==> src/rtl/audioport_pkg.sv <==
// Shared audioport definitions: ping-pong sample buffer sizing, controller
// states and the bank/frame/channel word-address helper.
package audioport_pkg;

  localparam int AUDIO_BUFFER_SIZE = 42;
  localparam int ABUF_CHANNELS     = 2;
  localparam int ABUF_DEPTH        = AUDIO_BUFFER_SIZE;

  typedef enum logic [1:0] {
    IDLE  = 2'd0,
    PLAY  = 2'd1,
    CLEAR = 2'd2
  } abuf_state_t;

  // Word address of channel ch in frame of bank; banks are stored back to back.
  function automatic int abuf_addr(input int bank, input int frame, input int ch,
                                   input int channels = ABUF_CHANNELS,
                                   input int depth    = ABUF_DEPTH);
    return bank * channels * depth + frame * channels + ch;
  endfunction

endpackage

==> src/rtl/abuf_ram.sv <==
// Sample storage: one write port, one CHANNELS-wide asynchronous frame read.
// A write lands at the clock edge, so a read in the same cycle sees old data.
module abuf_ram
  import audioport_pkg::*;
#(
  parameter int WORDS    = 16,
  parameter int DATA_W   = 24,
  parameter int CHANNELS = 2,
  parameter int ADDR_W   = 4
) (
  input  logic                         clk,
  input  logic                         we,
  input  logic [ADDR_W-1:0]            waddr,
  input  logic [DATA_W-1:0]            wdata,
  input  logic [ADDR_W-1:0]            raddr,
  output logic [CHANNELS*DATA_W-1:0]   rdata
);

  logic [DATA_W-1:0] mem_q [WORDS];

  // Addresses past the last word exist only when WORDS is not a power of two.
  always_ff @(posedge clk) begin
    if (we && (32'(waddr) < 32'(WORDS))) begin
      mem_q[waddr] <= wdata;
    end
  end

  for (genvar c = 0; c < CHANNELS; c++) begin : g_rd
    assign rdata[c*DATA_W +: DATA_W] = mem_q[raddr + ADDR_W'(c)];
  end

endmodule

==> src/rtl/abuf_pingpong.sv <==
// Ping-pong audio sample buffer: software fills two banks, sample ticks drain
// the active bank frame by frame, bank exhaustion swaps banks and raises irq.
module abuf_pingpong
  import audioport_pkg::*;
#(
  parameter  int CHANNELS    = ABUF_CHANNELS,
  parameter  int BUFFER_SIZE = ABUF_DEPTH,
  parameter  int DATA_W      = 24,
  localparam int WORDS       = 2 * CHANNELS * BUFFER_SIZE,
  localparam int ADDR_W      = $clog2(WORDS)
) (
  input  logic                       clk,
  input  logic                       rst,
  input  logic                       wr_en,
  input  logic [ADDR_W-1:0]          wr_addr,
  input  logic [DATA_W-1:0]          wr_data,
  input  logic                       play_in,
  input  logic                       clr_in,
  input  logic                       tick_in,
  input  logic                       irq_ack_in,
  output logic                       rd_valid,
  output logic [CHANNELS*DATA_W-1:0] rd_data,
  output logic                       active_bank,
  output logic                       irq_out,
  output logic                       underrun,
  output logic                       busy
);

  localparam int PTR_W   = $clog2(BUFFER_SIZE);
  localparam int FRAME_W = CHANNELS * DATA_W;

  abuf_state_t        state_q, state_d;
  logic [PTR_W-1:0]   rd_ptr_q, rd_ptr_d;
  logic [ADDR_W-1:0]  clr_cnt_q, clr_cnt_d;
  logic               bank_q, bank_d;
  logic               irq_q, irq_d;
  logic               underrun_q, underrun_d;
  logic               rd_valid_q, rd_valid_d;
  logic [FRAME_W-1:0] rd_data_q, rd_data_d;

  logic               ram_we;
  logic [ADDR_W-1:0]  ram_waddr, ram_raddr;
  logic [DATA_W-1:0]  ram_wdata;
  logic [FRAME_W-1:0] ram_rdata;
  logic               playing;
  logic               swap;

  // A tick only reads memory while playback is running and not being cleared.
  assign playing   = (state_q == PLAY) && play_in && !clr_in;
  assign swap      = playing && tick_in && (rd_ptr_q == PTR_W'(BUFFER_SIZE - 1));
  assign ram_raddr = ADDR_W'(abuf_addr(int'(bank_q), int'(rd_ptr_q), 0, CHANNELS, BUFFER_SIZE));

  abuf_ram #(
    .WORDS    (WORDS),
    .DATA_W   (DATA_W),
    .CHANNELS (CHANNELS),
    .ADDR_W   (ADDR_W)
  ) u_ram (
    .clk   (clk),
    .we    (ram_we),
    .waddr (ram_waddr),
    .wdata (ram_wdata),
    .raddr (ram_raddr),
    .rdata (ram_rdata)
  );

  // The clear sequencer owns the write port for the whole CLEAR state.
  always_comb begin
    ram_we    = wr_en;
    ram_waddr = wr_addr;
    ram_wdata = wr_data;
    if (state_q == CLEAR) begin
      ram_we    = 1'b1;
      ram_waddr = clr_cnt_q;
      ram_wdata = '0;
    end
  end

  always_comb begin
    state_d    = state_q;
    rd_ptr_d   = rd_ptr_q;
    clr_cnt_d  = clr_cnt_q;
    bank_d     = bank_q;
    irq_d      = irq_q;
    underrun_d = underrun_q;
    rd_valid_d = 1'b0;
    rd_data_d  = rd_data_q;

    if (tick_in && (state_q != CLEAR) && !clr_in) begin
      rd_valid_d = 1'b1;
      if (playing) begin
        rd_data_d = ram_rdata;
        rd_ptr_d  = swap ? '0 : rd_ptr_q + PTR_W'(1);
        if (swap) bank_d = ~bank_q;
      end else begin
        rd_data_d = '0;
      end
    end

    // A swap outranks a same-cycle ack, and that ack counts as servicing.
    if (swap) begin
      irq_d = 1'b1;
      if (irq_q && !irq_ack_in) underrun_d = 1'b1;
    end else if (irq_ack_in) begin
      irq_d = 1'b0;
    end

    if (clr_in) begin
      state_d   = CLEAR;
      clr_cnt_d = '0;
    end else begin
      case (state_q)
        IDLE: begin
          if (play_in) begin
            state_d  = PLAY;
            rd_ptr_d = '0;
            bank_d   = 1'b0;
          end
        end
        PLAY: begin
          if (!play_in) begin
            state_d  = IDLE;
            rd_ptr_d = '0;
            bank_d   = 1'b0;
          end
        end
        CLEAR: begin
          clr_cnt_d = clr_cnt_q + ADDR_W'(1);
          if (clr_cnt_q == ADDR_W'(WORDS - 1)) begin
            state_d    = IDLE;
            clr_cnt_d  = '0;
            rd_ptr_d   = '0;
            bank_d     = 1'b0;
            irq_d      = 1'b0;
            underrun_d = 1'b0;
            rd_data_d  = '0;
          end
        end
        default: state_d = IDLE;
      endcase
    end
  end

  always_ff @(posedge clk or posedge rst) begin
    if (rst) begin
      state_q    <= IDLE;
      rd_ptr_q   <= '0;
      clr_cnt_q  <= '0;
      bank_q     <= 1'b0;
      irq_q      <= 1'b0;
      underrun_q <= 1'b0;
      rd_valid_q <= 1'b0;
      rd_data_q  <= '0;
    end else begin
      state_q    <= state_d;
      rd_ptr_q   <= rd_ptr_d;
      clr_cnt_q  <= clr_cnt_d;
      bank_q     <= bank_d;
      irq_q      <= irq_d;
      underrun_q <= underrun_d;
      rd_valid_q <= rd_valid_d;
      rd_data_q  <= rd_data_d;
    end
  end

  assign rd_valid    = rd_valid_q;
  assign rd_data     = rd_data_q;
  assign active_bank = bank_q;
  assign irq_out     = irq_q;
  assign underrun    = underrun_q;
  assign busy        = (state_q == CLEAR);

endmodule

==> config.mk <==
export PLATFORM = sky130hd
export DESIGN_NAME = abuf_pingpong
export DESIGN_NICKNAME = d
export VERILOG_FILES = /design/src/rtl/audioport_pkg.sv /design/src/rtl/abuf_ram.sv /design/src/rtl/abuf_pingpong.sv
export SDC_FILE = /design/constraint.sdc
export NUM_CORES = 2
export LEC_CHECK = 0
export CAP_MARGIN = 5
export CORE_ASPECT_RATIO = 0.7
export CORE_MARGIN = 2
export CORE_UTILIZATION = 62
export CTS_BUF_LIST = sky130_fd_sc_hd__clkbuf_2 sky130_fd_sc_hd__clkbuf_4 sky130_fd_sc_hd__clkbuf_8
export DETAILED_ROUTE_END_ITERATION = 8
export PLACE_DENSITY_LB_ADDON = 0.3
export SYNTH_ARGS = -nofsm -noshare
export SYNTH_HDL_FRONTEND = slang
export SYNTH_SLANG_ARGS = --single-unit
==> constraint.sdc <==
create_clock -name clk -period 4.75 [get_ports clk]
set_input_delay 0.95 -clock clk [delete_from_list [all_inputs] [get_ports clk]]
set_output_delay 0.95 -clock clk [all_outputs]
set_load 0.01 [all_outputs]
# ---- After elaboration in Yosys (flattened, before gate mapping)
# Memories as Yosys holds them, arrays and structs flattened.
# Index checks and enable logic that the tools add are counted.
dict set report totals {
  output_inout_bits 53
  n_memories 1
  ramBits 4032
  wordCells 82
  reg_bits 68
}
# memory depth word_bits rd rd_clocked_by_memory_dff wr line
set memory_table {}
lappend memory_table {u_ram.mem_q 168 24 2 0 1 abuf_ram.sv:19} ;# logic [DATA_W-1:0] mem_q [WORDS];
dict set report op_classes {
  bitwise 1
  reduce_logical 13
  muxes 45
  multipliers 1
  add_sub_neg 4
  n_lt_le_gt_ge 1
  eq_ne 8
}
# operator n
set ops {}
lappend ops {{48-bit 2-to-1 mux} 5}
lappend ops {{6-bit 2-to-1 mux} 7}
lappend ops {{8-bit 2-to-1 mux} 4}
lappend ops {{24-bit 2-to-1 mux} 1}
lappend ops {{1-bit 2-to-1 mux} 21}
lappend ops {{6-bit case mux with 3 select lines} 1}
lappend ops {{8-bit by 1-bit adder with 8-bit output, second input constant} 2}
lappend ops {{8-bit by 7-bit adder with 8-bit output} 1}
lappend ops {{8-bit == test, second input constant} 1}
lappend ops {{1-bit logical AND} 8}
lappend ops {{8-bit less-than comparator, second input constant} 1}
lappend ops {{2-bit 2-to-1 mux} 4}
lappend ops {{6-bit by 1-bit adder with 6-bit output, second input constant} 1}
lappend ops {{6-bit == test, second input constant} 1}
lappend ops {{1-bit by 5-bit multiplier with 6-bit output, second input constant} 1}
lappend ops {{3-bit inequality test, second input constant} 2}
lappend ops {{2-bit case mux with 3 select lines} 1}
lappend ops {{3-bit by 2-bit inequality test with 1-bit output, second input constant} 1}
lappend ops {{1-bit case mux with 3 select lines} 1}
lappend ops {{3-bit AND reduction} 1}
lappend ops {{2-bit by 1-bit == test with 1-bit output, second input constant} 1}
lappend ops {{2-bit == test, second input constant} 1}
lappend ops {{1-bit logical NOT} 2}
lappend ops {{2-bit logical NOT} 1}
lappend ops {{3 further kinds} 3}

# ---- Longest topological paths before layout
dict set report depth {
  ltp_word 11
  ltp_mapped 12
}

# ---- Modules after synthesis
# From an unflattened synthesis, not the netlist that was laid out.
dict set report unflattened {
  cells_unflattened 9289
  area_unflattened_um2 189960.9
}
# mod seq_area_each_um2 cells_each area_each_um2 n_inst
set modules_own_cells {}
lappend modules_own_cells {abuf_ram 121076.1 8947 186647.8 1}
lappend modules_own_cells {abuf_pingpong 1701.6 342 3313.2 1}

# ---- Least setup slack after synthesis
# Ideal clock, no wire load.
dict set report synth_path {
  path_kind {reg2reg}
  from {reg state_q[0]}
  to {mem u_ram.mem_q[0][10] (data pin)}
  period_less_slack_ps 4360
  required_time_ps 4110
  setup_slack_ps 390
  setup_ps 640
  t_arrival_ps 3720
  path_buffers 4
  path_stages_with_launch 7
  path_cell_list {dfrtp_1 > nand2b_1 > clkbuf_1 > clkbuf_1 > clkbuf_1 > clkbuf_1 > and2_1}
}
dict set report synth_via {
  elab_chain_cells 2
}
# item line
set synth_lines {}
lappend synth_lines {{start, declared} abuf_pingpong.sv:32} ;# abuf_state_t state_q, state_d;
lappend synth_lines {{start signal, assigned} abuf_pingpong.sv:155} ;# state_q <= state_d;
lappend synth_lines {{2-bit == test} abuf_pingpong.sv:72} ;# if (state_q == CLEAR) begin
lappend synth_lines {{24-bit 2-to-1 mux} abuf_pingpong.sv:72}
lappend synth_lines {{named net ram_wdata[10]} abuf_pingpong.sv:43} ;# logic [DATA_W-1:0] ram_wdata;
lappend synth_lines {{end, declared} abuf_ram.sv:19}
# The timed path passes the listed nets, and every way through them passes these cells.

# ---- Final worst setup path
dict set report layout_path {
  from {reg bank_q (netlist: active_bank)}
  to {reg rd_data_q[43] (netlist: rd_data[43])}
}
dict set report layout_via {
  elab_chain_cells 9
}
# item line
set layout_lines {}
lappend layout_lines {{start, declared} abuf_pingpong.sv:35} ;# logic bank_q, bank_d;
lappend layout_lines {{start signal, assigned} abuf_pingpong.sv:158} ;# bank_q <= bank_d;
lappend layout_lines {{1-bit by 5-bit multiplier with 6-bit output (*)} audioport_pkg.sv:19} ;# return bank * channels * depth + frame * channels + ch;
lappend layout_lines {{8-bit by 7-bit adder with 8-bit output (*)} audioport_pkg.sv:19}
lappend layout_lines {{8-bit by 1-bit adder with 8-bit output (*)} abuf_ram.sv:29} ;# assign rdata[c*DATA_W +: DATA_W] = mem_q[raddr + ADDR_W'(c)];
lappend layout_lines {{memory 168 x 24 bit (*)} n/a}
lappend layout_lines {{48-bit 2-to-1 mux (*)} abuf_pingpong.sv:91} ;# if (playing) begin
lappend layout_lines {{48-bit 2-to-1 mux (*)} abuf_pingpong.sv:89} ;# if (tick_in && (state_q != CLEAR) && !clr_in) begin
lappend layout_lines {{48-bit 2-to-1 mux} abuf_pingpong.sv:129} ;# if (clr_cnt_q == ADDR_W'(WORDS - 1)) begin
lappend layout_lines {{48-bit 2-to-1 mux} abuf_pingpong.sv:112} ;# case (state_q)
lappend layout_lines {{48-bit 2-to-1 mux (*)} abuf_pingpong.sv:108} ;# if (clr_in) begin
lappend layout_lines {{named net rd_data_d[43]} abuf_pingpong.sv:39} ;# logic [FRAME_W-1:0] rd_data_q, rd_data_d;
lappend layout_lines {{end signal, assigned} abuf_pingpong.sv:162} ;# rd_data_q <= rd_data_d;
lappend layout_lines {{end, declared} abuf_pingpong.sv:39}
# The timed path passes the listed nets; every way through them passes the cells marked *.
# A chain may end at the register's enable or synchronous reset.

==> tab_implementation.tex <==
\begin{tabular}{lr}
\hline
Metric & Value \\
\hline
\multicolumn{2}{l}{\textbf{Route}} \\
ANT nets after route & 0 \\
Total wire length & between 400000 and 500000 um \\
Via density per instance & between 7 and 8 \\
DRT iter0 DRCs & about 15000 \\
WL/cell & approximately 37 um \\
Length of the first detailed-routing pass in iterations & 8 \\
Number of design rule violations left after detail routing & 0 \\
Via count & around 83000 \\
\multicolumn{2}{l}{\textbf{GRT}} \\
Largest net degree at the start of global routing & 169 \\
Number of global-route vias before repair & $\sim$80000 \\
Wire length of the first global-routing pass & approximately 600000 um \\
Antenna violations before repair & 21 \\
Overall track demand over capacity in global routing & between 30\% and 40\% \\
Grt total ovfl & 0 \\
\multicolumn{2}{l}{\textbf{CTS}} \\
\# resized after CTS & 0 \\
Clk slew on worst S/H paths & around 80 ps \\
Number of buffers on the longest clock path & 4 \\
Cell at the root of the clock tree & sky130\_fd\_sc\_hd\_\_clkbuf\_8 \\
Post-CTS setup buffer count & 0 \\
Number of clock sinks & 4100 \\
CTS Hold Buffers Added & 0 \\
Worst-Skew Late Latency & $\sim$1100 ps \\
Clock buffer count from CTS & between 500 and 600 \\
CTS H-Tree Depth & 6 \\
CTS tree & done \\
\multicolumn{2}{l}{\textbf{Worst setup path}} \\
Worst reg2reg setup slack & 150 ps \\
Peak per-stage delay on the critical path & around 930 ps \\
Data arrival time of the critical path & around 5600 ps \\
Launch point of the worst reg-to-reg path & active\_bank\$\_DFF\_PP0\_ \\
Cell family with the largest share of critical-path delay & compound AO/OA/AOI/OAI gates \\
Critical Path, Cell by Cell & ha\_4 > buf\_12 > buf\_4 > mux4\_2 > mux2\_2 > a221oi\_1 > a21oi\_1 > a221o\_1 \\
Critical path launch point type & flop \\
Critical-path top delay cell & sky130\_fd\_sc\_hd\_\_a221oi\_1 \\
Type of the setup path with the least slack & reg2reg \\
Worst flop-to-flop path endpoint & rd\_data[43]\$\_DFF\_PP0\_ \\
Critical-path maximum fanout & 36 \\
Req. time, crit path & roughly 5700 ps \\
Number of buffer and inverter instances along the worst setup path & 2 \\
Reg2Reg Depth & 8 \\
CP Capture Type & flop \\
\multicolumn{2}{l}{\textbf{Synthesis}} \\
Number of nets produced by synthesis & about 7300 \\
Yosys warnings & 0 \\
Synthesized instance count & 7228 \\
Average cell area after synthesis & between 20 and 25 um2 \\
Top flip-flop cell by instance count after synthesis & sky130\_fd\_sc\_hd\_\_edfxtp\_1 \\
Number of enable flip-flop cells after synthesis & 4032 \\
Netlist cell types & 64 \\
Fraction of registers with async set/reset & 1.66\% \\
Cell area after technology mapping & approximately 160000 um2 \\
Seq/Total Area, Yosys & around 78\% \\
Flops \& latches, synth & slightly above 4000 \\
\multicolumn{2}{l}{\textbf{STA}} \\
Setup violations, final & 0 \\
Setup repair after global routing missed its margin & false \\
Aggregate negative setup slack & 0 ps \\
Worst-Margin Slew & roughly 1400 ps \\
Hold violation total from the final report & 0 \\
Final Critical Period & 4600 ps \\
Max\_slew headroom & 7.68\% \\
Fin. max-slew vios & 0 \\
Final clock skew & about 110 ps \\
Achievable Freq & $\sim$220 MHz \\
Final period util & between 90\% and 100\% \\
\multicolumn{2}{l}{\textbf{Status}} \\
Outcome & complete, no violations \\
\multicolumn{2}{l}{\textbf{Pwr}} \\
Static Leak & around 56 nW \\
Power Density & 381 nW/um2 \\
Total power consumption of the routed design & between 60 and 70 mW \\
Maximum VDD drop & roughly 0.00034 V \\
\multicolumn{2}{l}{\textbf{Final layout}} \\
FILL cells & between 10000 and 15000 \\
Non-filler instance count after layout & between 10000 and 15000 \\
Most common cell after layout, fill and taps aside & sky130\_fd\_sc\_hd\_\_edfxtp\_1 \\
Layout area overhead & 12.3\% \\
Cell area after layout & 178000 um2 \\
Top library cells by usage in the layout, fill and taps aside & 4032 x sky130\_fd\_sc\_hd\_\_edfxtp\_1, 1072 x sky130\_fd\_sc\_hd\_\_mux4\_2, 619 x sky130\_fd\_sc\_hd\_\_clkbuf\_8, 598 x sky130\_fd\_sc\_hd\_\_nand2\_1, 375 x sky130\_fd\_sc\_hd\_\_buf\_4 \\
Final \#Nets & between 7000 and 8000 \\
Ratio of cells with drive above 1 in the final layout & between 30\% and 40\% \\
\multicolumn{2}{l}{\textbf{Floorplan}} \\
I/O pin cnt & $\sim$90 \\
Area of the die & around 260000 um2 \\
Chip Height & approximately 430 um \\
Width of the die & roughly 600 um \\
Starting utilization of the core area & 62.2\% \\
Number of placement rows & 155 \\
Area inside the core boundary & approximately 250000 um2 \\
\multicolumn{2}{l}{\textbf{Place}} \\
Gpl congestion & between 0.9 and 1 \\
Instance area after placement & between 150000 and 200000 um2 \\
HPWL reported at the end of detailed placement & approximately 260000 um \\
Buffers on Ports & 91 \\
Number of cells in the design after placement & around 11000 \\
\multicolumn{2}{l}{\textbf{Hold path}} \\
Min-delay worst type & in2async \\
\multicolumn{2}{l}{\textbf{Job}} \\
MaxCap Viol Count & 0 \\
\hline
\end{tabular}
==> per-layer routing <==
metal | routed length (um) | track usage, % | vias to the layer above
met5 | 243 | 0.146 | -
met4 | 19500 | 13.3 | 20
met3 | 74400 | 13.2 | 915
met2 | 184000 | 46.1 | 7269
met1 | 154000 | 48.9 | 42700
li1 | - | - | 31800
==> power by group <==
part	total, mW	leakage [nW]	internal, mW	switching [mW]
Combinational	1.07	11.5	0.390	0.677
Sequential	39.2	38.1	39.2	0.0364
Clock	27.4	6.00	14.2	13.1
==> logic make-up (layout without fill, tap and decap cells) <==
group / count (synthesis) / in the layout / synth area share [%]
flip-flops: 4100 / 4100 / 77.6
multiplexers: 1200 / 1200 / 16.1
AND/OR/NAND/NOR: 1071 / 1071 / 2.83
buffers and inverters: 432 / 1600 / 1.45
AO/OA/AOI/OAI: 405 / 405 / 1.90
XOR/XNOR: 13 / 13 / 0.0886
adder cells (fa/ha/maj): 7 / 7 / 0.0553
other: 0 / 5 / 0
==> layout make-up <==
type	count	area (um2)	share of cell area (%)
well taps	3375	4220	2.38
clock inverters	189	1110	0.623
diodes	5	12.5	0.00704
multi-input cells	2696	33800	19.0
flip-flops and latches	4100	123000	69.1
repair buffers	554	5490	3.09
inverters	9	35.0	0.0197
clock buffers	848	10200	5.76
==> worst max path at each step <==
| stage | from | to | slack [ps] | cells past startpoint |
|---|---|---|---|---|
| after CTS | active_bank$_DFF_PP0_ | rd_data[43]$_DFF_PP0_ | 270 | 8 |
| after global placement | active_bank$_DFF_PP0_ | rd_data[43]$_DFF_PP0_ | 250 | 8 |
| after detailed placement | active_bank$_DFF_PP0_ | rd_data[43]$_DFF_PP0_ | 280 | 8 |
| after floorplan | state_q[0]$_DFFE_PP0P_ | u_ram.mem_q[0][10]$_DFFE_PP_ | 390 | 6 |
| after global routing | active_bank$_DFF_PP0_ | rd_data[45]$_DFF_PP0_ | 240 | 9 |
| final | active_bank$_DFF_PP0_ | rd_data[43]$_DFF_PP0_ | 150 | 8 |
==> cells in the mapped netlist (28+ instances only) <==
| cell | count | area share, % |
|---|---|---|
| sky130_fd_sc_hd__a21oi_1 | 86 | 0.27 |
| sky130_fd_sc_hd__buf_6 | 28 | 0.20 |
| sky130_fd_sc_hd__mux4_2 | 1072 | 15 |
| sky130_fd_sc_hd__dfrtp_1 | 68 | 1.1 |
| sky130_fd_sc_hd__clkbuf_1 | 162 | 0.38 |
| sky130_fd_sc_hd__a22oi_1 | 29 | 0.14 |
| sky130_fd_sc_hd__o2111ai_1 | 46 | 0.25 |
| sky130_fd_sc_hd__buf_4 | 81 | 0.38 |
| sky130_fd_sc_hd__nand3_1 | 127 | 0.40 |
| sky130_fd_sc_hd__buf_2 | 125 | 0.40 |
| sky130_fd_sc_hd__a31oi_1 | 58 | 0.23 |
| sky130_fd_sc_hd__nor2_1 | 233 | 0.55 |
| sky130_fd_sc_hd__edfxtp_1 | 4032 | 77 |
| sky130_fd_sc_hd__mux2i_1 | 102 | 0.65 |
| sky130_fd_sc_hd__nand2_1 | 599 | 1.4 |
| sky130_fd_sc_hd__a32oi_1 | 34 | 0.19 |
==> metrics by stage <==
stage          worst slack, ps  utilization, %  hold slack (ps)
2_1_floorplan              390               -              513
3_3_place_gp               249            65.4              480
3_5_place_dp               278            65.4              492
4_1_cts                    273            69.8              319
5_1_grt                    240            69.8              386
6_report                   148            69.8              363
==> worst reg2reg max path, stage by stage (launching register included) <==
cell	delay, ps
sky130_fd_sc_hd__dfrtp_1	460
sky130_fd_sc_hd__ha_4	710
sky130_fd_sc_hd__buf_12	340
sky130_fd_sc_hd__buf_4	440
sky130_fd_sc_hd__mux4_2	560
sky130_fd_sc_hd__mux2_2	320
sky130_fd_sc_hd__a221oi_1	930
sky130_fd_sc_hd__a21oi_1	340
sky130_fd_sc_hd__a221o_1	390
==> flip-flops by register name, indices dropped and copies added, names as in the netlist <==
register / cells
clr_cnt_q: 8
active_bank: 1
u_ram.mem_q: 4032
rd_ptr_q: 6
underrun: 1
rd_valid: 1
irq_out: 1
rd_data: 48
state_q: 2
Note: power is estimated with default switching activity, not from simulation.
